[config.mk]
export PLATFORM = sky130hd
export DESIGN_NAME = game_round_ctrl
export DESIGN_NICKNAME = d
export VERILOG_FILES = /design/src/rtl/game_round_ctrl.sv
export SDC_FILE = /design/constraint.sdc
export NUM_CORES = 1
export LEC_CHECK = 0
export CORE_MARGIN = 2
export CORE_UTILIZATION = 50
export DETAILED_ROUTE_END_ITERATION = 7
export DONT_BUFFER_PORTS = 1
export GPL_ROUTABILITY_DRIVEN = 0
export HOLD_SLACK_MARGIN = 0.06
export PLACE_DENSITY_LB_ADDON = 0.08
export SYNTH_ARGS = -nofsm -noshare
export SYNTH_HDL_FRONTEND = slang
export SYNTH_SLANG_ARGS = --single-unit
[constraint.sdc]
create_clock -name clk -period 3.85 [get_ports clk]
set_input_delay 0.9625 -clock clk [delete_from_list [all_inputs] [get_ports clk]]
set_output_delay 0.9625 -clock clk [all_outputs]
set_load 0.02 [all_outputs]
[src/rtl/game_round_ctrl.sv]
// Round sequencer for TOM-JERRY: start countdown, round timer and catch detection.
// Drives the reset/over inputs of both player movement controllers.
module game_round_ctrl #(
    parameter int TICKS_PER_SEC     = 65_000_000,
    parameter int COUNTDOWN_SECONDS = 3,
    parameter int ROUND_SECONDS     = 60,
    parameter int TOM_WIDTH         = 64,
    parameter int TOM_HEIGHT        = 64,
    parameter int JERRY_WIDTH       = 32,
    parameter int JERRY_HEIGHT      = 32
) (
    input  logic       clk,
    input  logic       rst,
    input  logic       start,
    input  logic [9:0] tom_x,
    input  logic [9:0] tom_y,
    input  logic [9:0] jerry_x,
    input  logic [9:0] jerry_y,
    output logic       round_reset,
    output logic       round_over,
    output logic [1:0] state,
    output logic [2:0] countdown,
    output logic [6:0] time_left,
    output logic       winner
);

    typedef enum logic [1:0] {
        IDLE      = 2'd0,
        COUNTDOWN = 2'd1,
        PLAY      = 2'd2,
        OVER      = 2'd3
    } state_t;

    localparam logic [26:0] TICK_MAX   = 27'(TICKS_PER_SEC - 1);
    localparam logic [2:0]  CD_INIT    = 3'(COUNTDOWN_SECONDS);
    localparam logic [6:0]  ROUND_INIT = 7'(ROUND_SECONDS);

    state_t      state_q, state_d;
    logic        start_q, start_rise_q;
    logic [26:0] tick_cnt, tick_d;
    logic        sec_pulse;
    logic        overlap, catch_q;
    logic [2:0]  countdown_d;
    logic [6:0]  time_left_d;
    logic        winner_d, round_reset_d, round_over_d;

    // 11-bit sums so boxes at the right/bottom screen edge cannot wrap around
    logic [10:0] tom_x_end, tom_y_end, jerry_x_end, jerry_y_end;

    assign tom_x_end   = {1'b0, tom_x}   + 11'(TOM_WIDTH);
    assign tom_y_end   = {1'b0, tom_y}   + 11'(TOM_HEIGHT);
    assign jerry_x_end = {1'b0, jerry_x} + 11'(JERRY_WIDTH);
    assign jerry_y_end = {1'b0, jerry_y} + 11'(JERRY_HEIGHT);

    assign overlap = ({1'b0, tom_x}   < jerry_x_end) &&
                     ({1'b0, jerry_x} < tom_x_end)   &&
                     ({1'b0, tom_y}   < jerry_y_end) &&
                     ({1'b0, jerry_y} < tom_y_end);

    assign sec_pulse = (tick_cnt == TICK_MAX);
    assign state     = state_q;

    always_ff @(posedge clk or posedge rst) begin
        if (rst) begin
            state_q      <= IDLE;
            start_q      <= 1'b1;
            start_rise_q <= 1'b0;
            tick_cnt     <= '0;
            catch_q      <= 1'b0;
            round_reset  <= 1'b1;
            round_over   <= 1'b0;
            countdown    <= '0;
            time_left    <= ROUND_INIT;
            winner       <= 1'b0;
        end else begin
            state_q      <= state_d;
            start_q      <= start;
            start_rise_q <= start & ~start_q;
            tick_cnt     <= tick_d;
            catch_q      <= overlap;
            round_reset  <= round_reset_d;
            round_over   <= round_over_d;
            countdown    <= countdown_d;
            time_left    <= time_left_d;
            winner       <= winner_d;
        end
    end

    // A catch in PLAY takes priority over the timer, so time_left freezes on a catch
    always_comb begin
        state_d     = state_q;
        tick_d      = '0;
        countdown_d = countdown;
        time_left_d = time_left;
        winner_d    = winner;

        case (state_q)
            IDLE, OVER: begin
                if (start_rise_q) begin
                    state_d     = COUNTDOWN;
                    countdown_d = CD_INIT;
                    time_left_d = ROUND_INIT;
                    winner_d    = 1'b0;
                end
            end
            COUNTDOWN: begin
                tick_d = sec_pulse ? '0 : tick_cnt + 27'd1;
                if (sec_pulse) begin
                    countdown_d = countdown - 3'd1;
                    if (countdown == 3'd1) begin
                        state_d     = PLAY;
                        countdown_d = '0;
                        time_left_d = ROUND_INIT;
                    end
                end
            end
            PLAY: begin
                tick_d = sec_pulse ? '0 : tick_cnt + 27'd1;
                if (catch_q) begin
                    state_d  = OVER;
                    winner_d = 1'b1;
                end else if (sec_pulse) begin
                    time_left_d = time_left - 7'd1;
                    if (time_left == 7'd1) begin
                        state_d  = OVER;
                        winner_d = 1'b0;
                    end
                end
            end
            default: state_d = IDLE;
        endcase

        round_reset_d = (state_d == IDLE) || (state_d == COUNTDOWN);
        round_over_d  = (state_d == OVER);
    end

endmodule

==> metrics.txt, run 1 <==
Die ar.=0.00766 sq mm; YS warnings=0; largest cells by area after synthesis=dfrtp_1 28%, ha_1 17%, dfstp_2 4.5%; Clock Sinks=45; setup tns final=0 ns; Port Buffers=0; 1st-iter DRT viols=87; Hold Crit Endpoint=tick_cnt[0]$_DFF_PP0_; placed insts=463; FF-to-FF Start=tick_cnt[0]$_DFF_PP0_; Layout fillers=636; register area=0.00113 sq mm; distinct cell type count after synthesis=58; gr usage total=18.8%; Hold Buf Count CTS=0; hold depth=1; core area=0.00676 sq mm; Final Hold Violating Endpoints=0; synth cell count leaders=47 x ha_1, 42 x nor2_1, 39 x dfrtp_1, 39 x inv_1; status=complete, no violations; Final Net Count=480; largest fanout on the critical path=6; reg-to-reg setup timing slack=1.09 ns; Yosys top cell by area=dfrtp_1; RSZ-0062 raised after global routing=no; clock skew=0.00905 ns; CP arrival=2.95 ns; first-pass GRT wire length=11.7 mm; headroom to the max-slew limit=45.3%; Setup Crit Path Kind=reg -> reg; min Tclk post-route=2.76 ns; Initial DRT Pass Iterations=7; Starting Density=51.6%; final setup vio count=0; Worst-Skew Late Latency=0.30 ns; PwrDens=375 mW/mm^2; Via-to-Cell Ratio=5.80; worst reg-to-reg path cell count=6; most frequent cell after synthesis=ha_1; endpoint of the worst register-to-register path=countdown[1]$_DFFE_PP0P_; worst IR drop on VDD=0.000218 V; P&R area growth vs syn=6.28%; WL/cell=14.3 um; final cycle utilization of the critical path=71.6%; fin cells=471; post-place setup slack=1.11 ns; setup repair bufs after CTS=0; n_diodes=0; Post-synth EDFFs=0; deepest clock path buffer count=2; Post-DP HPWL=5.19 mm; Layout Utilization=54.9%; cells after synthesis=389; Tightest Pin Transition=0.813 ns; Synth top area share=28.0%; synthesized area=0.00349 sq mm; CTS tree=done; CTS H-tree depth=2; post-synthesis net count=479; final WL=6.73 mm; worst setup margin=1.09 ns; Max Transition Viols Final=0; mean post-synth cell area=8.97 sq um; vias=2732; Multi-input gate area=0.00217 sq mm; Final ANT Viol Nets=0; Std-Cell Rows=30; post-synthesis register bit count=45; vias in the first global route=2655; category of the worst setup path capture point=register; sequential area share after synthesis=32.5%; initial antenna violation count=0; maxcap violations=0; hold path start=tick_cnt[0]$_DFF_PP0_; layout cells sized above 1=6.39%; Die Y-Extent=87.5 um; Clk pin slew, worst setup/hold paths=0.09 ns; Lkg Pwr=0.00171 uW; CTS Buf Count=5; Synth Flop Type=dfrtp_1; post-CTS sizing=0; clock root buffer=clkbuf_8; Hold Path Class=reg -> reg; I/O pin cnt=58; largest net degree at the start of global routing=28; Remaining Overflow, GRT=0; die width=87.5 um; drt drc=0; fmax=0.363 GHz; ys async rst share=100%; worst endpoint required time=4.04 ns; CP startpoint kind=register
[worst max-delay path: stages (launching register included)]
cell	delay, ns
dfrtp_1	0.41
ha_1	0.20
nand3_1	0.21
nor4_1	0.68
nand2_1	0.26
a211oi_1	0.51
mux2_2	0.39
[how the worst max path moves through the flow]
stage / startpoint / end / cells past startpoint
after floorplan: tom_x[4] / catch_q$_DFF_PP0_ / 7
after global placement: tom_x[4] / catch_q$_DFF_PP0_ / 7
after detailed placement: tom_x[4] / catch_q$_DFF_PP0_ / 7
after CTS: tick_cnt[0]$_DFF_PP0_ / countdown[1]$_DFFE_PP0P_ / 6
after global routing: tick_cnt[0]$_DFF_PP0_ / countdown[1]$_DFFE_PP0P_ / 6
final: tick_cnt[0]$_DFF_PP0_ / countdown[1]$_DFFE_PP0P_ / 6
[per-layer routing]
layer	routed length [um]	GRT usage, %	vias to the layer above
met1	3190	25.2	1279
li1	-	-	1377
met2	3140	30.9	67
met5	0	0	-
met3	279	3.03	9
met4	117	6.01	0
[layout make-up]
type / instances / area share (%)
inverters: 39 / 3.95
flip-flops and latches: 45 / 30.6
well taps: 80 / 2.70
multi-input cells: 296 / 58.6
repair buffers: 3 / 0.607
clock buffers: 5 / 1.86
clock inverters: 3 / 1.75
[cell families (layout without fill, tap and decap cells)]
group	after synthesis	after routing	share of synthesized area, %
adders and majority gates	47	47	16.9
and+or+nand+nor	149	149	22.7
xor gates and xnor gates	35	35	8.79
DFF	45	45	32.5
buffers and inverters	48	50	5.27
AOI/OAI and AO/OA	59	59	12.1
muxes	6	6	1.76
[per-stage QoR]
stage               power, uW  area (sq um)  hold WS, ns
floorplan                 892          3490        0.464
global placement          969          3570        0.486
detailed placement        975          3570        0.493
CTS                      1410          3710        0.505
global route             1490          3710        0.548
finish                   1390          3710        0.503
[power by group]
| part | switching [uW] | internal [uW] | leakage, uW | total (uW) |
|---|---|---|---|---|
| logic | 245 | 155 | 0.00105 | 400 |
| clock network | 162 | 258 | 0.0000681 | 420 |
| registers | 61.7 | 507 | 0.000595 | 569 |
[cells in the final DEF, fill, tap and decap left out, types with 3 or more instances in the layout]
master      n
ha_1       47
xor2_1     17
mux2i_1     5
o21ai_0     8
nand2b_1    8
nor2_1     42
clkbuf_8    5
a2bb2oi_1   3
and4_1      4
nor2b_1     6
nor4_1      8
a21oi_1    12
a221oi_1    3
nand3_1    20
a211o_1     3
a21o_1      7
dfstp_2     6
buf_4       3
xnor2_1    18
and2_1      3
nor3_1      6
nand4_1    12
and3_1      4
inv_1      38
nand2_1    20
dfrtp_1    39
[flip-flops by register name (all words and copies together), names as in the netlist, 2 cells and up]
| name | flops |
|---|---|
| countdown | 3 |
| tick_cnt | 27 |
| state | 2 |
| time_left | 7 |
Power figures use the tool's default switching activity.
==> inputs of run 2 (changes only) <==
==> constraint.sdc (replaced) <==
create_clock -name clk -period 2.3 [get_ports clk]
set_input_delay 0.575 -clock clk [delete_from_list [all_inputs] [get_ports clk]]
set_output_delay 0.575 -clock clk [all_outputs]
set_load 0.02 [all_outputs]
==> metrics.txt, run 2 (synthesis gave the netlist of run 1 again) <==
clock skew=0.00883 ns; fmax=0.449 GHz; max reg flops=27; final cycle utilization of the critical path=96.8%; core area=0.00676 sq mm; Layout fillers=619; 1st-iter DRT viols=116; P_sw=804 uW; Die ar.=0.00766 sq mm; clock root buffer=clkbuf_8; headroom to the max-slew limit=66.2%; Tightest Pin Transition=0.504 ns; n_diodes=0; CP startpoint kind=register; Worst-Skew Late Latency=0.30 ns; Clk pin slew, worst setup/hold paths=0.08 ns; FF-to-FF Start=tick_cnt[1]$_DFF_PP0_; Tot Pwr=2270 uW; final WL=7.01 mm; gr usage total=20.0%; WL/cell=14.1 um; Remaining Overflow, GRT=0; Clock Sinks=45; Clock power frac=22.1%; layout cells sized above 1=13.9%; min Tclk post-route=2.23 ns; Std-Cell Rows=30; P&R area growth vs syn=12.7%; vias in the first global route=2832; status=complete, no violations; I/O pin cnt=58; most common cell after layout, fill and taps aside=ha_1; Final Hold Violating Endpoints=0; worst IR drop on VDD=0.000263 V; Initial DRT Pass Iterations=5; register share of total power=41.4%; largest fanout on the critical path=5; final setup vio count=0; register area=0.00113 sq mm; die width=87.5 um; CTS H-tree depth=2; Multi-input gate area=0.00221 sq mm; CTS Buf Count=5; most frequent cells in the layout=46 x ha_1, 42 x nor2_1, 39 x dfrtp_1; Layout Utilization=58.2%; worst endpoint required time=2.52 ns; RSZ-0062 raised after global routing=yes; Crit. Startpoint=tick_cnt[1]$_DFF_PP0_; combinational power share=36.5%; top flop regs=tick_cnt: 27 flops, time_left: 7 flops, countdown: 3 flops; CP arrival=2.45 ns; CTS tree=done; drt drc=0; Max Transition Viols Final=0; initial antenna violation count=0; category of the worst setup path capture point=register; Hold Buf Count CTS=0; Die Y-Extent=87.5 um; Setup Crit Path Kind=reg -> reg; Final Net Count=507; Biggest register=tick_cnt; switching share of power=35.5%; vias=2807; largest net degree at the start of global routing=34; Port Buffers=0; first-pass GRT wire length=12.5 mm; Hold Path Class=in -> async; deepest clock path buffer count=2; Lkg Pwr=0.00184 uW; Starting Density=51.6%; internal power=1460 uW; PwrDens=576 mW/mm^2; Final ANT Viol Nets=0; Via-to-Cell Ratio=5.64; Post-DP HPWL=5.44 mm; worst reg-to-reg path cell count=6; maxcap violations=0
-- run 2: what timing repair did --
| action | 4_1_cts | 5_1_grt |
|---|---|---|
| endpoints found under the setup margin | 0 | 6 |
| resized for setup | 0 | 10 |
| buffers inserted | 0 | 2 |
| endpoints found under the hold margin | 0 | 0 |
-- run 2: area by class of cell --
cell class,instances,share of cell area (%)
Clock buffer,8,2.29
Inverter,39,3.72
Timing Repair Buffer,30,6.37
Sequential cell,45,28.8
Multi-Input combinational cell,296,56.2
Tap cell,80,2.55
-- run 2: routing by layer --
metal  vias to the layer above  part of all wire (%)  track usage (%)
li1                       1432                     -                -
met1                      1318                    48             26.6
met2                        51                    47             33.6
met3                         6                   3.6             3.89
met4                         0                  0.90             4.62
met5                         -                     0                0
-- run 2: stage by stage --
step	area, sq um	setup WS [ns]	std cells	TNS [ns]	hold WS, ns
floorplan	3490	0.0196	389	0	0.464
global placement	3790	0.0722	488	0	0.445
detailed placement	3790	0.0418	488	0	0.454
CTS	3880	0.0512	496	0	0.131
global route	3930	-0.0996	498	-0.180	0.129
finish	3930	0.0740	498	0	0.128
-- run 2: power groups by stage --
stage	clock (uW)	sequential [uW]	combinational (uW)
floorplan	0	952	541
global placement	0	949	788
detailed placement	0	952	805
CTS	519	936	809
global route	560	951	941
finish	502	938	826
-- run 2: worst max-delay path, stage by stage (launching register included) --
cell,delay [ns]
dfrtp_1,0.39
ha_2,0.21
nand3_2,0.09
or4_4,0.47
o31a_1,0.32
or4b_4,0.53
mux2i_1,0.14
-- run 2: worst paths after layout --
check | end | slack [ns]
max | time_left[0]$_DFFE_PP0P_ | 0.07
min | round_over$_DFF_PP0_ | 0.13
max reg2reg | time_left[0]$_DFFE_PP0P_ | 0.07
min reg2reg | start_rise_q$_DFF_PP0_ | 0.52
max in group asynchronous | time_left[4]$_DFFE_PP1P_ | 1.61
min in group clk | start_q$_DFF_PP1_ | 0.27
